===== config.mk =====
export PLATFORM = sky130hd
export DESIGN_NAME = dmem_axi_lite_arbiter
export DESIGN_NICKNAME = d
export VERILOG_FILES = /design/src/rtl/dmem_arb_pkg.sv /design/src/rtl/dmem_axi_lite_arbiter_rr_arb2.sv /design/src/rtl/dmem_axi_lite_arbiter.sv
export SDC_FILE = /design/constraint.sdc
export NUM_CORES = 1
export LEC_CHECK = 0
export ABC_AREA = 1
export BUFFER_PORTS_ARGS = -buffer_cell sky130_fd_sc_hd__buf_2
export CORE_AREA = 2 2 153 155
export CTS_CLUSTER_SIZE = 24
export DETAILED_ROUTE_END_ITERATION = 7
export DIE_AREA = 0 0 155 157
export GPL_TIMING_DRIVEN = 0
export SYNTH_ARGS = -nofsm -noshare
export SYNTH_HDL_FRONTEND = slang
export SYNTH_SLANG_ARGS = --single-unit

===== constraint.sdc =====
create_clock -name clk -period 1.32 [get_ports clk]
set_input_delay 0.132 -clock clk [delete_from_list [all_inputs] [get_ports clk]]
set_output_delay 0.132 -clock clk [all_outputs]
set_load 0.01 [all_outputs]

===== src/rtl/dmem_arb_pkg.sv =====
// Shared encodings for the two-master dmem AXI-Lite arbiter.
// Latency: none (constants and types only).
// Backpressure: not applicable.
package dmem_arb_pkg;

    // Number of masters sharing the dmem slave.
    localparam int NM = 2;

    typedef enum logic {
        W_IDLE = 1'b0,
        W_BUSY = 1'b1
    } wstate_e;

    typedef enum logic {
        R_IDLE = 1'b0,
        R_BUSY = 1'b1
    } rstate_e;

endpackage


===== src/rtl/dmem_axi_lite_arbiter_rr_arb2.sv =====
// Combinational 2-way round-robin picker: a lone requester wins, a tie goes to prio.
// Latency: zero, purely combinational.
// Backpressure: none; the caller registers gnt only when req is non-zero.
module rr_arb2 (
    input  logic [1:0] req,
    input  logic       prio,
    output logic       gnt
);

    // Lone requester wins outright; on a tie (or no request) the priority index is returned.
    always_comb begin
        case (req)
            2'b01:   gnt = 1'b0;
            2'b10:   gnt = 1'b1;
            default: gnt = prio;
        endcase
    end

endmodule


===== src/rtl/dmem_axi_lite_arbiter.sv =====
// Two-master AXI-Lite arbiter in front of the dmem slave, independent round-robin read and write channels.
// Latency: one cycle from address valid to slave-side valid; slave responses return combinationally.
// Backpressure: grant held until the response handshake; the other master sees ready/valid at 0 and waits.
module dmem_axi_lite_arbiter
    import dmem_arb_pkg::*;
#(
    parameter int ADDR_WIDTH = 32,
    parameter int DATA_WIDTH = 32
) (
    input  logic                           clk,
    input  logic                           resetn,
    // master side
    input  logic [NM*ADDR_WIDTH-1:0]       m_awaddr,
    input  logic [NM-1:0]                  m_awvalid,
    output logic [NM-1:0]                  m_awready,
    input  logic [NM*DATA_WIDTH-1:0]       m_wdata,
    input  logic [NM*(DATA_WIDTH/8)-1:0]   m_wstrb,
    input  logic [NM-1:0]                  m_wvalid,
    output logic [NM-1:0]                  m_wready,
    output logic [NM-1:0]                  m_bvalid,
    input  logic [NM-1:0]                  m_bready,
    input  logic [NM*ADDR_WIDTH-1:0]       m_araddr,
    input  logic [NM-1:0]                  m_arvalid,
    output logic [NM-1:0]                  m_arready,
    output logic [DATA_WIDTH-1:0]          m_rdata,
    output logic [NM-1:0]                  m_rvalid,
    input  logic [NM-1:0]                  m_rready,
    // slave side
    output logic [ADDR_WIDTH-1:0]          s_awaddr,
    output logic                           s_awvalid,
    input  logic                           s_awready,
    output logic [DATA_WIDTH-1:0]          s_wdata,
    output logic [DATA_WIDTH/8-1:0]        s_wstrb,
    output logic                           s_wvalid,
    input  logic                           s_wready,
    input  logic                           s_bvalid,
    output logic                           s_bready,
    output logic [ADDR_WIDTH-1:0]          s_araddr,
    output logic                           s_arvalid,
    input  logic                           s_arready,
    input  logic [DATA_WIDTH-1:0]          s_rdata,
    input  logic                           s_rvalid,
    output logic                           s_rready
);

    localparam int SW = DATA_WIDTH / 8;

    wstate_e wstate;
    rstate_e rstate;
    logic    wgrant, wprio, wpick;
    logic    rgrant, rprio, rpick;
    // Address/data phase already accepted by the slave; keeps a master that
    // starts its next request early from presenting a second beat inside one grant.
    logic    aw_done, w_done, ar_done;
    logic    wbusy, rbusy, wsel, rsel;

    rr_arb2 u_wpick (
        .req  (m_awvalid),
        .prio (wprio),
        .gnt  (wpick)
    );

    rr_arb2 u_rpick (
        .req  (m_arvalid),
        .prio (rprio),
        .gnt  (rpick)
    );

    // Write channel FSM: grant on any awvalid in IDLE, release on the granted master's B handshake.
    always_ff @(posedge clk or negedge resetn) begin
        if (!resetn) begin
            wstate  <= W_IDLE;
            wgrant  <= 1'b0;
            wprio   <= 1'b0;
            aw_done <= 1'b0;
            w_done  <= 1'b0;
        end else begin
            case (wstate)
                W_IDLE: begin
                    aw_done <= 1'b0;
                    w_done  <= 1'b0;
                    if (|m_awvalid) begin
                        wgrant <= wpick;
                        wstate <= W_BUSY;
                    end
                end
                W_BUSY: begin
                    if (s_awvalid && s_awready) aw_done <= 1'b1;
                    if (s_wvalid && s_wready)   w_done  <= 1'b1;
                    if (s_bvalid && m_bready[wgrant]) begin
                        wprio  <= ~wgrant;
                        wstate <= W_IDLE;
                    end
                end
                default: wstate <= W_IDLE;
            endcase
        end
    end

    // Read channel FSM: same shape as the write side, released on the R handshake.
    always_ff @(posedge clk or negedge resetn) begin
        if (!resetn) begin
            rstate  <= R_IDLE;
            rgrant  <= 1'b0;
            rprio   <= 1'b0;
            ar_done <= 1'b0;
        end else begin
            case (rstate)
                R_IDLE: begin
                    ar_done <= 1'b0;
                    if (|m_arvalid) begin
                        rgrant <= rpick;
                        rstate <= R_BUSY;
                    end
                end
                R_BUSY: begin
                    if (s_arvalid && s_arready) ar_done <= 1'b1;
                    if (s_rvalid && m_rready[rgrant]) begin
                        rprio  <= ~rgrant;
                        rstate <= R_IDLE;
                    end
                end
                default: rstate <= R_IDLE;
            endcase
        end
    end

    assign wbusy = (wstate == W_BUSY);
    assign rbusy = (rstate == R_BUSY);
    // Mux selects fall back to master 0 while idle.
    assign wsel  = wbusy & wgrant;
    assign rsel  = rbusy & rgrant;

    assign s_awaddr  = wsel ? m_awaddr[ADDR_WIDTH +: ADDR_WIDTH] : m_awaddr[0 +: ADDR_WIDTH];
    assign s_wdata   = wsel ? m_wdata[DATA_WIDTH +: DATA_WIDTH]  : m_wdata[0 +: DATA_WIDTH];
    assign s_wstrb   = wsel ? m_wstrb[SW +: SW]                  : m_wstrb[0 +: SW];
    assign s_araddr  = rsel ? m_araddr[ADDR_WIDTH +: ADDR_WIDTH] : m_araddr[0 +: ADDR_WIDTH];

    // The slave latches address while valid is high, so valids only leave the block in BUSY.
    assign s_awvalid = wbusy & ~aw_done & m_awvalid[wgrant];
    assign s_wvalid  = wbusy & ~w_done  & m_wvalid[wgrant];
    assign s_bready  = wbusy & m_bready[wgrant];
    assign s_arvalid = rbusy & ~ar_done & m_arvalid[rgrant];
    assign s_rready  = rbusy & m_rready[rgrant];

    assign m_rdata   = s_rdata;

    // Route write-side slave responses to the granted master only.
    always_comb begin
        m_awready = '0;
        m_wready  = '0;
        m_bvalid  = '0;
        if (wbusy) begin
            m_awready[wgrant] = s_awready & ~aw_done;
            m_wready[wgrant]  = s_wready & ~w_done;
            m_bvalid[wgrant]  = s_bvalid;
        end
    end

    // Route read-side slave responses to the granted master only.
    always_comb begin
        m_arready = '0;
        m_rvalid  = '0;
        if (rbusy) begin
            m_arready[rgrant] = s_arready & ~ar_done;
            m_rvalid[rgrant]  = s_rvalid;
        end
    end

endmodule


Word-level counts from Yosys, hierarchy flattened
Cells that the tools add are included.
{ "totals": {"ff_bits": 9, "inputBits": 249, "out_inout_bits": 147, "wordCells": 95} }
{ "op_classes": {"order_cmp": 4, "eq_ne": 7, "muxes": 37, "bitwise_logic": 25, "reduce_logical": 13} }
{ "ops": {"columns": ["op", "count"], "rows": [
  ["two-way mux 32 bit", 3],
  ["two-way mux 1 bit", 19],
  ["one-hot mux 1 bit (2 select lines)", 7],
  ["AND 1 bit", 13],
  ["AND 2 bit", 5],
  ["two-way mux 2 bit", 5],
  ["AND reduction 2 bit", 4],
  ["logical AND 1 bit", 7],
  ["NOT 1 bit", 7],
  ["!= test 2 x 1 -> 1 bit, second input constant", 3],
  ["equality test 2 x 1 -> 1 bit, second input constant", 2],
  ["equality test 2 bit, second input constant", 2],
  ["< comparator 1 x 2 -> 1 bit, second input constant", 2],
  ["two-way mux 4 bit", 1],
  ["OR reduction 2 bit", 2],
  ["demux 1 bit (select 1 bit)", 2],
  [">= comparator 1 bit, second input constant", 2]
]} }

Depth between registers and ports, before layout
Gate-level depths: netlist (run 1).
{ "depth": {"depth_word": 6, "depth_mapped": 7, "mapped_depth_nobuf": 6} }

Cells and area by module
A second synthesis (run 1) with hierarchy kept.
{ "unflattened": {"cells_unflattened": 465, "hier_area_um2": 2293.4} }
{ "by_module_without_submodules": {"columns": ["module", "n_inst", "cells_per_inst", "area_each_um2", "seq_area_each_um2"], "rows": [
  ["dmem_axi_lite_arbiter", 1, 453, 2230.9, 225.2],
  ["rr_arb2", 2, 6, 31.3, 0.0]
]} }

Worst setup path before layout (run 1)
OpenSTA, ideal clock, no wires.
{ "synth_path": {"path_kind": "reg-to-output", "from": "reg wgrant", "to": "out s_wvalid", "t_arrival_ns": 0.972, "t_required_ns": 1.188, "slack_ns": 0.216, "path_stages_with_launch": 4, "path_buffers": 1, "cell_sequence": "dfrtp_1 -> buf_4 -> or2_2 -> and3_1"} }
{ "synth_via": {"elab_chain_len": 3} }
{ "synth_lines": {"columns": ["item", "line_no", "source"], "rows": [
  ["from (decl)", "dmem_axi_lite_arbiter.sv:50", "logic wgrant, wprio, wpick;"],
  ["from (signal assigned)", "dmem_axi_lite_arbiter.sv:83", "wgrant <= wpick;"],
  ["two-way mux 1 bit (not written as such) (2 in a row)", "dmem_axi_lite_arbiter.sv:141", "assign s_wvalid = wbusy & ~w_done & m_wvalid[wgrant];"],
  ["AND 1 bit", "dmem_axi_lite_arbiter.sv:141", null],
  ["to (decl)", "dmem_axi_lite_arbiter.sv:34", "output logic s_wvalid,"]
]} }
No other way between the ends. The select of a mux whose other input is x is not followed.

Worst setup path in the final report (run 1)
Same ends and word-level chain as after synthesis.

==> run_results.csv, run 1 <==
group,metric,value,unit
clock_network,path_clk_slew,0.04,ns
power,ir_drop,641,uV
setup_path,cp_max_fo,10,
clock_network,root_buffer,"clkbuf_16",
routing,detailedRoute.firstIterationViolations,317,
place,place_ws,-0.357,ns
routing,via_count,4520,
grt,grt_max_degree,11,
sta,rsz0062_at_grt,"true",
layout,syn_to_final_growth,145,%
place,placed_area,4470,um^2
grt,grt.overflow.total,0,
grt,antenna_found_initial,0,
setup_path,crit_arrival,1.40,ns
sta,finalCritPeriodShare,1.16,
sta,tightest_slew,0.241,ns
sta,finClkSkew,0.000313,ns
clock_network,cts_num_sinks,9,
routing,totalWireLength,16300,um
layout,final_cell_mix,"buf_2 (347), nand2_1 (202), nand3_1 (69)",
clock_network,cts_buffers,3,
routing,drtAntennaViolNets,0,
yosys,synth.distinct_cells,17,
layout,fin_area,5610,um^2
floorplan,die_w,155,um
grt,grt_pass1_wl,22700,um
yosys,syn_area,2290,um^2
grt,grt_usage,0.117,
layout,fillerInstances,2511,
place,port_buffers,363,
grt,grt_pass1_vias,4029,
run_status,outcome,"finished with violations",
layout,final_common_cell,"buf_2",
yosys,synth_area_leaders,"nand2_1 (38%), nand3_1 (22%), buf_4 (11%)",
sta,hold_viol,0,
sta,slew_viol_final,0,
clock_network,cts_tree,"built",
yosys,syn_inst,461,
clock_network,insertion_delay,0.23,ns
setup_path,path_class,"reg -> out",
yosys,synth_area_per_cell,4.97,um^2
yosys,yosys_warnings,0,
sta,min_period,1.53,ns
floorplan,die_h,157,um
place,gp_congestion,0.930,
run,maxCapViolations,0,
yosys,synth-seq-area-share,0.0983,
clock_network,cts-htree-levels,1,
routing,drt_pass1_iterations,5,
setup_path,worstRegToRegCells,6,
worst_hold_path,hold_class,"in -> reg",
floorplan,row_count,55,
setup_path,cp-start-kind,"register",
sta,setup_violations,111,
setup_path,worst_setup_path_end_kind,"primary output",
routing,wl_per_cell,14.3,um
layout,diodes,0,
power,power.density,1720,nW/um^2
floorplan,core-area,22500,um^2
worst_hold_path,holdPathStages,3,
floorplan,io_pins,396,
yosys,synth_seq_cells,9,
yosys,yosysTopAreaCell,"nand2_1",
power,leakagePower,3.39,nW
run_status,violations,"negative setup slack",
routing,route.detailed.drc,0,
place,hpwl,12800,um
sta,slew_headroom,0.839,
clock_network,cts_max_path_buffers,2,
yosys,netlist.area_leader.share,0.377,
sta,fmax,0.654,GHz
sta,finalWorstSetupSlack,-0.209,ns
layout,layout-drive-gt1-share,0.625,
floorplan,die_area,24300,um^2
setup_path,critPathRequiredTime,1.19,ns
routing,routed_via_density,3.96,
setup_path,reg2reg_slack,0.02,ns
floorplan,initial_core_util,0.102,
layout,final_nets,1109,
yosys,syn-num-nets,714,
[metal layers]
metal	vias up	share of wire	track usage
li1	2216	-	-
met1	2091	0.43	0.169
met2	201	0.49	0.197
met3	12	0.065	0.0116
met4	0	0.0063	0.00750
met5	-	0	0
[state kept, by name, indices dropped and copies added, names as in the netlist]
register  cells
aw_done       1
ar_done       1
rprio         1
wbusy         1
wgrant        1
wprio         1
rgrant        1
w_done        1
rbusy         1
[critical path: stages, from the launching register on]
cell and delay, ns:
dfrtp_1 0.38, buf_6 0.16, or2_2 0.31, and3_1 0.16
buf_4 0.16
[cell families after synthesis]
family	after synthesis	share of synthesized area
buffers and inverters	82	0.209
flip-flops	9	0.0983
AO/OA/AOI/OAI	6	0.0142
adder cells (fa/ha/maj)	4	0.0218
AND/OR/NAND/NOR	360	0.657
[synthesized netlist by cell type (all sizes together)]
master and instances:
and2 2, buf 66, nor2 17, and3 3, nand2 232, inv 16, ha 4, or2 1
nand4 3, o22ai 2, a21oi 2, nand3 102, o21ai 2, dfrtp 9
[final cells by class]
cell class	count	area (um^2)	share of cell area
buffer	66	677	0.121
clock buffer	4	78.8	0.0140
inverter	16	67.6	0.0120
multi-input combinational	371	1960	0.350
sequential	9	228	0.0406
tap	285	357	0.0635
timing repair buffer	389	2240	0.400
[worst paths after layout]
check,endpoint,from
min in group asynchronous,aw_done,resetn
worst min-delay path,aw_done,s_awready
worst max register to register,wgrant,wbusy
max in group asynchronous,rbusy,resetn
worst min register to register,wprio,wprio
worst max-delay path,s_wvalid,wgrant
[power by group]
group	leakage (nW)	switching (mW)	internal (mW)
sequential	0.105	0.0959	0.404
clock	0.0382	0.134	0.404
combinational	3.25	4.69	3.92
total	3.39	4.92	4.73
[through the flow]
step	setup TNS (ns)	hold WS [ns]	total power, mW	util	std cells
global placement	-14.00	0.00828	6.53	0.198	1109
finish	-14.01	0.171	9.65	0.249	1140
detailed placement	-14.44	0.0143	6.54	0.198	1109
global route	-21.60	0.175	10.3	0.249	1140
floorplan	0	-0.164	3.88	-	461
CTS	-16.03	0.168	9.23	0.242	1139
[repair_timing]
item / in CTS / in global routing
setup buffers: 18 / 1
gates resized for setup: 168 / 40
hold buffers: 1 / 0
pin swaps: 50 / 10
endpoints found under the setup margin: 114 / 116
gates cloned: 7 / 0
hold endpoints to repair: 9 / 0
Note: power is estimated with default switching activity, not from simulation.
==> run 2: changes to the inputs <==
==> constraint.sdc (replaced) <==
create_clock -name clk -period 1.32 [get_ports clk]
set_input_delay 0.198 -clock clk [delete_from_list [all_inputs] [get_ports clk]]
set_output_delay 0.198 -clock clk [all_outputs]
set_load 0.01 [all_outputs]
==> run 2 against run 1 <==
  * The flow still finishes with violations (negative setup slack)
  * Critical endpoint unchanged
  * Clock power hardly changed
  * Hold slack better by 0.066 ns
  * Largest cell class unchanged
  * Count of clock-buffer cells in the layout stayed put
  * Final cell count hardly changed
  * Die area stayed put
  * Combinational power is 0.5% higher
  * Core utilization is 0.083 points higher
  * Critical path type unchanged
==> run_results.csv, run 2 (same netlist as run 1, synthesis figures left out) <==
group,metric,value,unit
sta,min_period,1.59,ns
grt,grt.overflow.total,0,
floorplan,io_pins,396,
grt,grt_usage,0.117,
routing,drtAntennaViolNets,0,
layout,diodes,0,
layout,fillerInstances,2512,
sta,hold_viol,0,
routing,detailedRoute.firstIterationViolations,304,
worst_hold_path,hold_class,"in -> reg",
clock_network,cts_buffers,3,
grt,grt_pass1_wl,22700,um
layout,final_common_cell,"buf_2",
sta,fmax,0.627,GHz
sta,finClkSkew,0.000313,ns
power,leakagePower,3.40,nW
run_status,violations,"negative setup slack",
layout,multi_input_area,1970,um^2
place,gp_congestion,0.930,
clock_network,root_buffer,"clkbuf_16",
sta,tightest_slew,0.241,ns
place,place_ws,-0.423,ns
floorplan,core-area,22500,um^2
layout,final_cell_mix,"buf_2 (346), nand2_1 (200), nand3_1 (69)",
setup_path,cp_max_fo,10,
routing,drt_pass1_iterations,5,
layout,final_nets,1110,
routing,wl_per_cell,14.3,um
floorplan,die_area,24300,um^2
setup_path,path_class,"reg -> out",
floorplan,initial_core_util,0.102,
place,hpwl,12800,um
power,ir_drop,641,uV
routing,route.detailed.drc,0,
sta,holdWs,0.237,ns
sta,tns,-21.61,ns
run,maxCapViolations,0,
place,placed_cells,1109,
floorplan,die_h,157,um
clock_network,cts-htree-levels,1,
setup_path,cp-start-kind,"register",
setup_path,critPathRequiredTime,1.12,ns
clock_network,cts_num_sinks,9,
power,power.density,1720,nW/um^2
grt,grt_max_degree,11,
sta,finalWorstSetupSlack,-0.275,ns
place,placed_area,4470,um^2
run_status,outcome,"finished with violations",
layout,layout-drive-gt1-share,0.627,
clock_network,insertion_delay,0.23,ns
sta,slew_headroom,0.839,
routing,via_count,4489,
layout,syn_to_final_growth,146,%
floorplan,die_w,155,um
routing,routed_via_density,3.93,
sta,setup_violations,114,
grt,grt_pass1_vias,4028,
clock_network,cts_max_path_buffers,2,
clock_network,cts_tree,"built",
routing,totalWireLength,16300,um
setup_path,worst_setup_path_end_kind,"primary output",
layout,fin_cells,1141,
power,finalPower,9.69,mW
grt,antenna_found_initial,0,
layout,regArea,228,um^2
place,port_buffers,363,
sta,finalCritPeriodShare,1.21,
layout,final_core_util,0.250,
sta,rsz0062_at_grt,"true",
setup_path,crit_arrival,1.40,ns
floorplan,row_count,55,
clock_network,path_clk_slew,0.04,ns
layout,fin_area,5630,um^2
sta,slew_viol_final,0,
## run 2: cell count changes in the layout (fill, tap and decap cells not counted)
cell	change
buf_2	-1
buf_4	+1
buf_6	+1
nand2_1	-2
nand2_2	+2
## run 2: final timing paths
| check | slack (ns) | endpoint | cells after the start | startpoint |
|---|---|---|---|---|
| worst min-delay path | 0.24 | aw_done | 3 | s_awready |
| worst min register to register | 0.47 | wprio | 2 | wprio |
| max in group asynchronous | 0.75 | rbusy | 2 | resetn |
| worst max-delay path | -0.27 | s_wvalid | 4 | wgrant |
| min in group asynchronous | 0.36 | aw_done | 2 | resetn |
| worst max register to register | 0.02 | wgrant | 6 | wbusy |
## run 2: final cells by class
| cell class | instances | share of cell area |
|---|---|---|
| buffer | 66 | 0.120 |
| clock buffer | 4 | 0.0140 |
| inverter | 16 | 0.0120 |
| multi-input combinational | 371 | 0.349 |
| sequential | 9 | 0.0404 |
| tap | 285 | 0.0633 |
| timing repair buffer | 390 | 0.401 |
## run 2: worst max-delay path, stage by stage, from the launching register on
cell and delay (ns):
dfrtp_1 0.38, buf_6 0.16, or2_2 0.31, and3_1 0.16
buf_4 0.16
## run 2: repair_timing
item,CTS,global route
cloned,7,0
setup endpoints to repair,115,116
pin swaps,50,10
endpoints found under the hold margin,9,0
setup buffers,18,2
gates resized for setup,169,42
hold buffers,1,0
## run 2: routing by layer
| metal | share of wire | up-vias | track usage |
|---|---|---|---|
| met5 | 0 | - | 0 |
| met4 | 0.0070 | 0 | 0.00750 |
| met2 | 0.49 | 195 | 0.197 |
| li1 | - | 2218 | - |
| met1 | 0.44 | 2064 | 0.169 |
| met3 | 0.062 | 12 | 0.0116 |
## run 2: power breakdown
group / total (mW) / switching, mW / internal [mW]
logic: 8.65 / 4.70 / 3.95
clock network: 0.539 / 0.134 / 0.404
registers: 0.500 / 0.0959 / 0.404
